**src/rtl/store_formatter_pkg.sv**
```systemverilog
// store_formatter_pkg: memory-stage opcodes, store FSM states, request payload
// and small helpers shared by the store formatter and its lane merge.
package store_formatter_pkg;

    localparam int unsigned OP_W   = 6;
    localparam int unsigned WORD_W = 32;
    localparam int unsigned BE_W   = 4;
    localparam int unsigned LANE_W = 2;

    // Load opcodes used by the sign/zero-extension path.
    localparam logic [OP_W-1:0] OP_LB  = 6'b100000;
    localparam logic [OP_W-1:0] OP_LH  = 6'b100001;
    localparam logic [OP_W-1:0] OP_LW  = 6'b100011;
    localparam logic [OP_W-1:0] OP_LBU = 6'b100100;
    localparam logic [OP_W-1:0] OP_LHU = 6'b100101;

    // Store opcodes handled by the store formatter.
    localparam logic [OP_W-1:0] OP_SB  = 6'b101000;
    localparam logic [OP_W-1:0] OP_SH  = 6'b101001;
    localparam logic [OP_W-1:0] OP_SW  = 6'b101011;

    typedef enum logic [1:0] {
        IDLE   = 2'd0,
        RD     = 2'd1,
        WR     = 2'd2,
        REJECT = 2'd3
    } state_t;

    // Store request as latched on acceptance.
    typedef struct packed {
        logic [OP_W-1:0]   op;
        logic [LANE_W-1:0] lane;
        logic [WORD_W-1:0] data;
    } store_req_t;

    // True for any load opcode of the memory stage.
    function automatic logic is_load(input logic [OP_W-1:0] op);
        return (op == OP_LB) || (op == OP_LH) || (op == OP_LW) ||
               (op == OP_LBU) || (op == OP_LHU);
    endfunction

    // True for a known store whose address is naturally aligned.
    function automatic logic store_aligned(input logic [OP_W-1:0] op,
                                           input logic [LANE_W-1:0] lane);
        case (op)
            OP_SB:   return 1'b1;
            OP_SH:   return ~lane[0];
            OP_SW:   return lane == 2'b00;
            default: return 1'b0;
        endcase
    endfunction

    // Store data copied into every lane it may land in.
    function automatic logic [WORD_W-1:0] store_replicate(input logic [OP_W-1:0] op,
                                                          input logic [WORD_W-1:0] data);
        case (op)
            OP_SB:   return {4{data[7:0]}};
            OP_SH:   return {2{data[15:0]}};
            default: return data;
        endcase
    endfunction

endpackage

```
**src/rtl/store_lane_merge.sv**
```systemverilog
// store_lane_merge: drops store data into its lane of an existing word and
// produces the matching byte enables (all ones for read-modify-write use).
module store_lane_merge
    import store_formatter_pkg::*;
(
    input  logic              rmw,
    input  logic [WORD_W-1:0] old_word,
    input  logic [WORD_W-1:0] st_data,
    input  logic [OP_W-1:0]   op,
    input  logic [LANE_W-1:0] lane,
    output logic [WORD_W-1:0] merged,
    output logic [BE_W-1:0]   be
);

    // Lane replacement and byte-enable generation.
    always_comb begin
        merged = old_word;
        be     = '0;
        case (op)
            OP_SB: begin
                merged[{lane, 3'b000} +: 8] = st_data[7:0];
                be = BE_W'(4'b0001 << lane);
            end
            OP_SH: begin
                merged[{lane[1], 4'b0000} +: 16] = st_data[15:0];
                be = lane[1] ? 4'b1100 : 4'b0011;
            end
            OP_SW: begin
                merged = st_data;
                be     = 4'b1111;
            end
            default: begin
                merged = old_word;
                be     = '0;
            end
        endcase
        if (rmw) begin
            be = 4'b1111;
        end
    end

endmodule

```
**src/rtl/store_formatter.sv**
```systemverilog
// store_formatter: accepts one SB/SH/SW, checks alignment and writes the lane
// into word-wide memory by read-modify-write. Defining
// STORE_FORMATTER_BYTE_EN_EN switches to single byte-enabled writes (no read).
module store_formatter
    import store_formatter_pkg::*;
#(
    parameter int unsigned ADDR_W = 32,
    parameter int unsigned DATA_W = 32
) (
    input  logic              clk,
    input  logic              rst_n,
    input  logic              st_valid,
    output logic              st_ready,
    input  logic [OP_W-1:0]   instruccion,
    input  logic [ADDR_W-1:0] st_addr,
    input  logic [DATA_W-1:0] st_data,
    output logic              st_done,
    output logic              st_err,
    output logic [ADDR_W-1:0] mem_addr,
    output logic              mem_rd_en,
    input  logic [DATA_W-1:0] mem_rdata,
    output logic              mem_wr_en,
    output logic [DATA_W-1:0] mem_wdata,
    output logic [BE_W-1:0]   mem_be,
    input  logic              mem_ready
);

`ifdef STORE_FORMATTER_BYTE_EN_EN
    localparam bit RMW_MODE = 1'b0;
`else
    localparam bit RMW_MODE = 1'b1;
`endif

    state_t            state;
    store_req_t        req_q;
    logic [OP_W-1:0]   sel_op_c;
    logic [LANE_W-1:0] sel_lane_c;
    logic [WORD_W-1:0] sel_data_c;
    logic [WORD_W-1:0] old_word_c;
    logic [WORD_W-1:0] merged_c;
    logic [BE_W-1:0]   be_c;
    logic              accept_c;
    logic              aligned_c;

    // Merge operands: live request while idle, latched request afterwards.
    always_comb begin
        sel_op_c   = req_q.op;
        sel_lane_c = req_q.lane;
        sel_data_c = req_q.data;
        if (state == IDLE) begin
            sel_op_c   = instruccion;
            sel_lane_c = st_addr[1:0];
            sel_data_c = st_data;
        end
        old_word_c = (state == RD) ? mem_rdata : store_replicate(sel_op_c, sel_data_c);
    end

    assign accept_c  = st_valid && st_ready;
    assign aligned_c = store_aligned(instruccion, st_addr[1:0]);

    store_lane_merge u_merge (
        .rmw      (RMW_MODE),
        .old_word (old_word_c),
        .st_data  (sel_data_c),
        .op       (sel_op_c),
        .lane     (sel_lane_c),
        .merged   (merged_c),
        .be       (be_c)
    );

    // Store FSM with registered handshake and memory-port outputs.
    always_ff @(posedge clk) begin
        if (!rst_n) begin
            state      <= IDLE;
            req_q      <= '0;
            st_ready   <= 1'b0;
            st_done    <= 1'b0;
            st_err     <= 1'b0;
            mem_addr   <= '0;
            mem_rd_en  <= 1'b0;
            mem_wr_en  <= 1'b0;
            mem_wdata  <= '0;
            mem_be     <= '0;
        end else begin
            st_done <= 1'b0;
            st_err  <= 1'b0;
            case (state)
                IDLE: begin
                    st_ready <= 1'b1;
                    mem_be   <= '0;
                    if (accept_c) begin
                        st_ready   <= 1'b0;
                        req_q.op   <= instruccion;
                        req_q.lane <= st_addr[1:0];
                        req_q.data <= st_data;
                        mem_addr   <= {st_addr[ADDR_W-1:2], 2'b00};
                        if (!aligned_c) begin
                            state   <= REJECT;
                            st_done <= 1'b1;
                            st_err  <= 1'b1;
                        end else if (RMW_MODE && (instruccion != OP_SW)) begin
                            state     <= RD;
                            mem_rd_en <= 1'b1;
                            mem_be    <= be_c;
                        end else begin
                            state     <= WR;
                            mem_wr_en <= 1'b1;
                            mem_wdata <= merged_c;
                            mem_be    <= be_c;
                        end
                    end
                end
                RD: begin
                    if (mem_ready) begin
                        state     <= WR;
                        mem_rd_en <= 1'b0;
                        mem_wr_en <= 1'b1;
                        mem_wdata <= merged_c;
                    end
                end
                WR: begin
                    if (mem_ready) begin
                        state     <= IDLE;
                        mem_wr_en <= 1'b0;
                        mem_be    <= '0;
                        st_done   <= 1'b1;
                    end
                end
                REJECT: begin
                    state    <= IDLE;
                    st_ready <= 1'b1;
                end
                default: begin
                    state <= IDLE;
                end
            endcase
        end
    end

endmodule

```
**config.mk**
```make
export PLATFORM = sky130hd
export DESIGN_NAME = store_formatter
export DESIGN_NICKNAME = d
export VERILOG_FILES = /design/src/rtl/store_formatter_pkg.sv /design/src/rtl/store_lane_merge.sv /design/src/rtl/store_formatter.sv
export SDC_FILE = /design/constraint.sdc
export NUM_CORES = 1
export LEC_CHECK = 0
export CORE_UTILIZATION = 42
export CTS_CLUSTER_DIAMETER = 50
export DETAILED_ROUTE_END_ITERATION = 16
export GPL_TIMING_DRIVEN = 0
export PLACE_DENSITY_LB_ADDON = 0.25
export REMOVE_ABC_BUFFERS = 1
export SYNTH_ARGS = -nofsm -noshare
export SYNTH_HDL_FRONTEND = slang
export SYNTH_HIERARCHICAL = 1
export SYNTH_SLANG_ARGS = --single-unit
```
**constraint.sdc**
```tcl
create_clock -name clk -period 3.47 [get_ports clk]
set_clock_uncertainty 0.1 [all_clocks]
set_input_delay 0.5205 -clock clk [delete_from_list [all_inputs] [get_ports clk]]
set_output_delay 0.5205 -clock clk [all_outputs]
set_load 0.01 [all_outputs]
```
==> flow_summary_export.csv <==
group,metric,value,unit
clocking,insertion_delay,0.42,ns
floorplan,start_util,0.429,
grt,first_global_vias,5903,
timing,setup_tns,0,ns
timing,hold_ws,0.355,ns
power_and_ir_drop,combPwrFrac,0.498,
critical_path,critPathLaunchType,"register",
critical_path,slowest_delay,0.47,ns
power_and_ir_drop,switching_share,0.361,
cells_and_area,multi_input_area,4170,µm²
grt,grt_overflow,0,
cells_and_area,mostFrequentLayoutCells,"nand2_1 (246), clkdlybuf4s50_1 (175), dfxtp_1 (113)",
logic_synthesis,yosys.area.top_type,"dfxtp_1",
power_and_ir_drop,irDropWorstVdd,0.420,mV
clocking,htree_levels,4,
placed_design,numPortBuffers,176,
grt,grt_max_degree,78,
detailed_routing,wl_per_cell,15.9,µm
logic_synthesis,ys_ff_latch,113,
logic_synthesis,synth-edff-count,0,
floorplan,die_h,129,µm
clocking,cts_buffers,17,
clocking,path_clk_slew,0.06,ns
floorplan,fp.dieW,129,µm
cells_and_area,layout_commonest_cell,"nand2_1",
grt,antenna_found_initial,0,
clocking,cts_root_buffer,"clkbuf_16",
power_and_ir_drop,p_total,0.00709,W
floorplan,io_pins,179,
cells_and_area,fillerInstances,1481,
power_and_ir_drop,power.density,765,nW/µm²
critical_path,path_class,"register to register",
power_and_ir_drop,leakage,3.33,nW
power_and_ir_drop,p_sw,0.00256,W
critical_path,critical_path.cell_chain,"inv_1, ha_4, buf_12, mux2_2, inv_1, ha_1, and4bb_4, a21bo_2, nor2b_4, a221o_1, nand2_1, mux2i_1",
detailed_routing,detail-route-antenna-nets,0,
timing,finalHoldViolations,0,
grt,track_usage,0.232,
timing,period_share,0.914,
critical_path,cp.required,3.65,ns
critical_path,crit_path_end_kind,"register",
critical_path,cpMostUsedCell,"inv_1",
timing,rsz0062_at_grt,"false",
clocking,cts_tree,"yes",
logic_synthesis,ys_types,63,
cells_and_area,diodes,0,
floorplan,dieArea,16600,µm²
cells_and_area,seq_area,2260,µm²
logic_synthesis,synth_area,6760,µm²
timing,slew_headroom,0.546,
timing,post-route-min-period,3.17,ns
logic_synthesis,synthTopCellsByArea,"dfxtp_1 (33%), nand2_1 (14%), mux2_2 (9.2%)",
outcome,outcome,"completed",
logic_synthesis,syn_avg_cell_area,8.47,µm²
critical_path,arrival,3.35,ns
cells_and_area,area_growth,37.1,%
logic_synthesis,ys.flop_type,"dfxtp_1",
power_and_ir_drop,intPower,0.00452,W
logic_synthesis,yosysWarnings,6,
placed_design,dp.final_hpwl,12.6,mm
cells_and_area,nets,1058,
power_and_ir_drop,pwr-share-seq,0.239,
clocking,cts_sinks,113,
critical_path,cpMaxStageDelayCell,"mux2_2",
logic_synthesis,yosysSeqAreaShare,0.335,
timing,slew_violations,0,
clocking,cts_buffer_depth,2,
critical_path,crit_path_max_fanout,39,
logic_synthesis,syn_inst,798,
detailed_routing,vias,6037,
floorplan,num_rows,46,
power_and_ir_drop,p_clk_frac,0.263,
logic_synthesis,async_reset_ff_frac,0,
detailed_routing,vias_per_cell,5.15,
grt,grt_pass1_wl,30.1,mm
timing,tightest_slew,0.680,ns
critical_path,r2r_setup_slack,0.30,ns
detailed_routing,drt_wl_total,18.6,mm
cells_and_area,drive_gt1_frac,0.127,
timing,setup_viol,0,
detailed_routing,first_pass_iters,4,
placed_design,routabilityCongestion,0.796,
detailed_routing,drt_iter0_markers,352,
floorplan,core,15800,µm²
hold_path,hp-class,"register to register",
timing,fmax,315,MHz
logic_synthesis,yosysTopAreaCellShare,0.335,
detailed_routing,remaining_drc_errors,0,
flow_run,maxCapViolCount,0,
-- worst paths after layout --
| kind | start | to | cells after the start |
|---|---|---|---|
| worst max-delay path | state[0] | mem_wdata[22] | 12 |
| worst min-delay path | mem_wdata[16] | mem_wdata[16] | 2 |
| worst max register to register | state[0] | mem_wdata[22] | 12 |
| worst min register to register | mem_wdata[16] | mem_wdata[16] | 2 |
-- cell usage after synthesis, types with 3 or more instances --
library cell and number:
a21boi_0 72, a21oi_1 5, a221o_1 19, a22o_1 12, a22oi_1 8, a32oi_1 3
and2_1 7, and3_1 6, buf_2 9, buf_4 5, buf_6 11, clkbuf_1 35
dfxtp_1 113, ha_1 9, inv_1 8, mux2_2 55, mux2i_1 59, nand2_1 246
nand2b_1 7, nand3_1 6, nor2_1 15, nor2b_1 3, nor3b_1 3, o21a_1 3
o21ai_0 4, o21ai_1 27
-- registers in the layout (all words and copies together) (netlist names) --
name / count
mem_addr: 30
mem_be: 4
mem_rd_en: 1
mem_wdata: 32
mem_wr_en: 1
req_q: 40
st_done: 1
st_err: 1
st_ready: 1
state: 2
-- cell families after synthesis --
| family | synth area share |
|---|---|
| other | 0.00111 |
| muxes | 0.181 |
| buffers and inverters | 0.0594 |
| and+or+nand+nor | 0.206 |
| DFF | 0.335 |
| AOI/OAI and AO/OA | 0.201 |
| adders and majority gates | 0.0167 |
-- cell type report --
type                       instances  share of cell area
sequential                       113               0.244
clock buffer                      22              0.0512
timing repair buffer             184               0.205
multi-input combinational        618               0.450
clock inverter                    10              0.0169
inverter                           9             0.00365
tap                              216              0.0292
-- metrics by stage --
| step | util | setup WS [ns] | cell area, µm² | instances |
|---|---|---|---|---|
| 6_report | 0.588 | 0.300 | 9270 | 1172 |
| 2_1_floorplan | - | -0.721 | 6400 | 740 |
| 3_5_place_dp | 0.544 | -0.315 | 8580 | 1138 |
| 5_1_grt | 0.588 | 0.185 | 9270 | 1172 |
| 4_1_cts | 0.586 | 0.142 | 9240 | 1170 |
| 3_3_place_gp | 0.535 | -3.00 | 8440 | 1132 |
-- worst max-delay path: cells and delay by family (launching register included) --
kind / cells / cell delay [ns]
compound gates: 2 / 0.57
mux: 2 / 0.56
buf+inv: 3 / 0.51
fa+ha+maj: 2 / 0.48
simple gates: 3 / 0.46
flops: 1 / 0.33
-- per-layer routing --
metal	up-vias	global-route usage	wire, µm
met4	0	0.0844	186
li1	3056	-	-
met3	16	0.0341	840
met5	-	0	0
met1	2820	0.293	8400
met2	145	0.399	9180
-- what timing repair did --
item,4_1_cts,5_1_grt
resized for setup,4,2
hold buffers,0,0
buffers inserted,0,2
setup endpoints to repair,16,21
-- power by group through the flow --
stage,combinational (W),clock [W],sequential [W]
4_1_cts,0.00351,0.00189,0.00170
3_5_place_dp,0.00346,0,0.00172
2_1_floorplan,0.00222,0,0.00179
5_1_grt,0.00385,0.00195,0.00173
6_report,0.00353,0.00186,0.00170
3_3_place_gp,0.00338,0,0.00171
No activity file was read; power rests on OpenSTA's default activity.
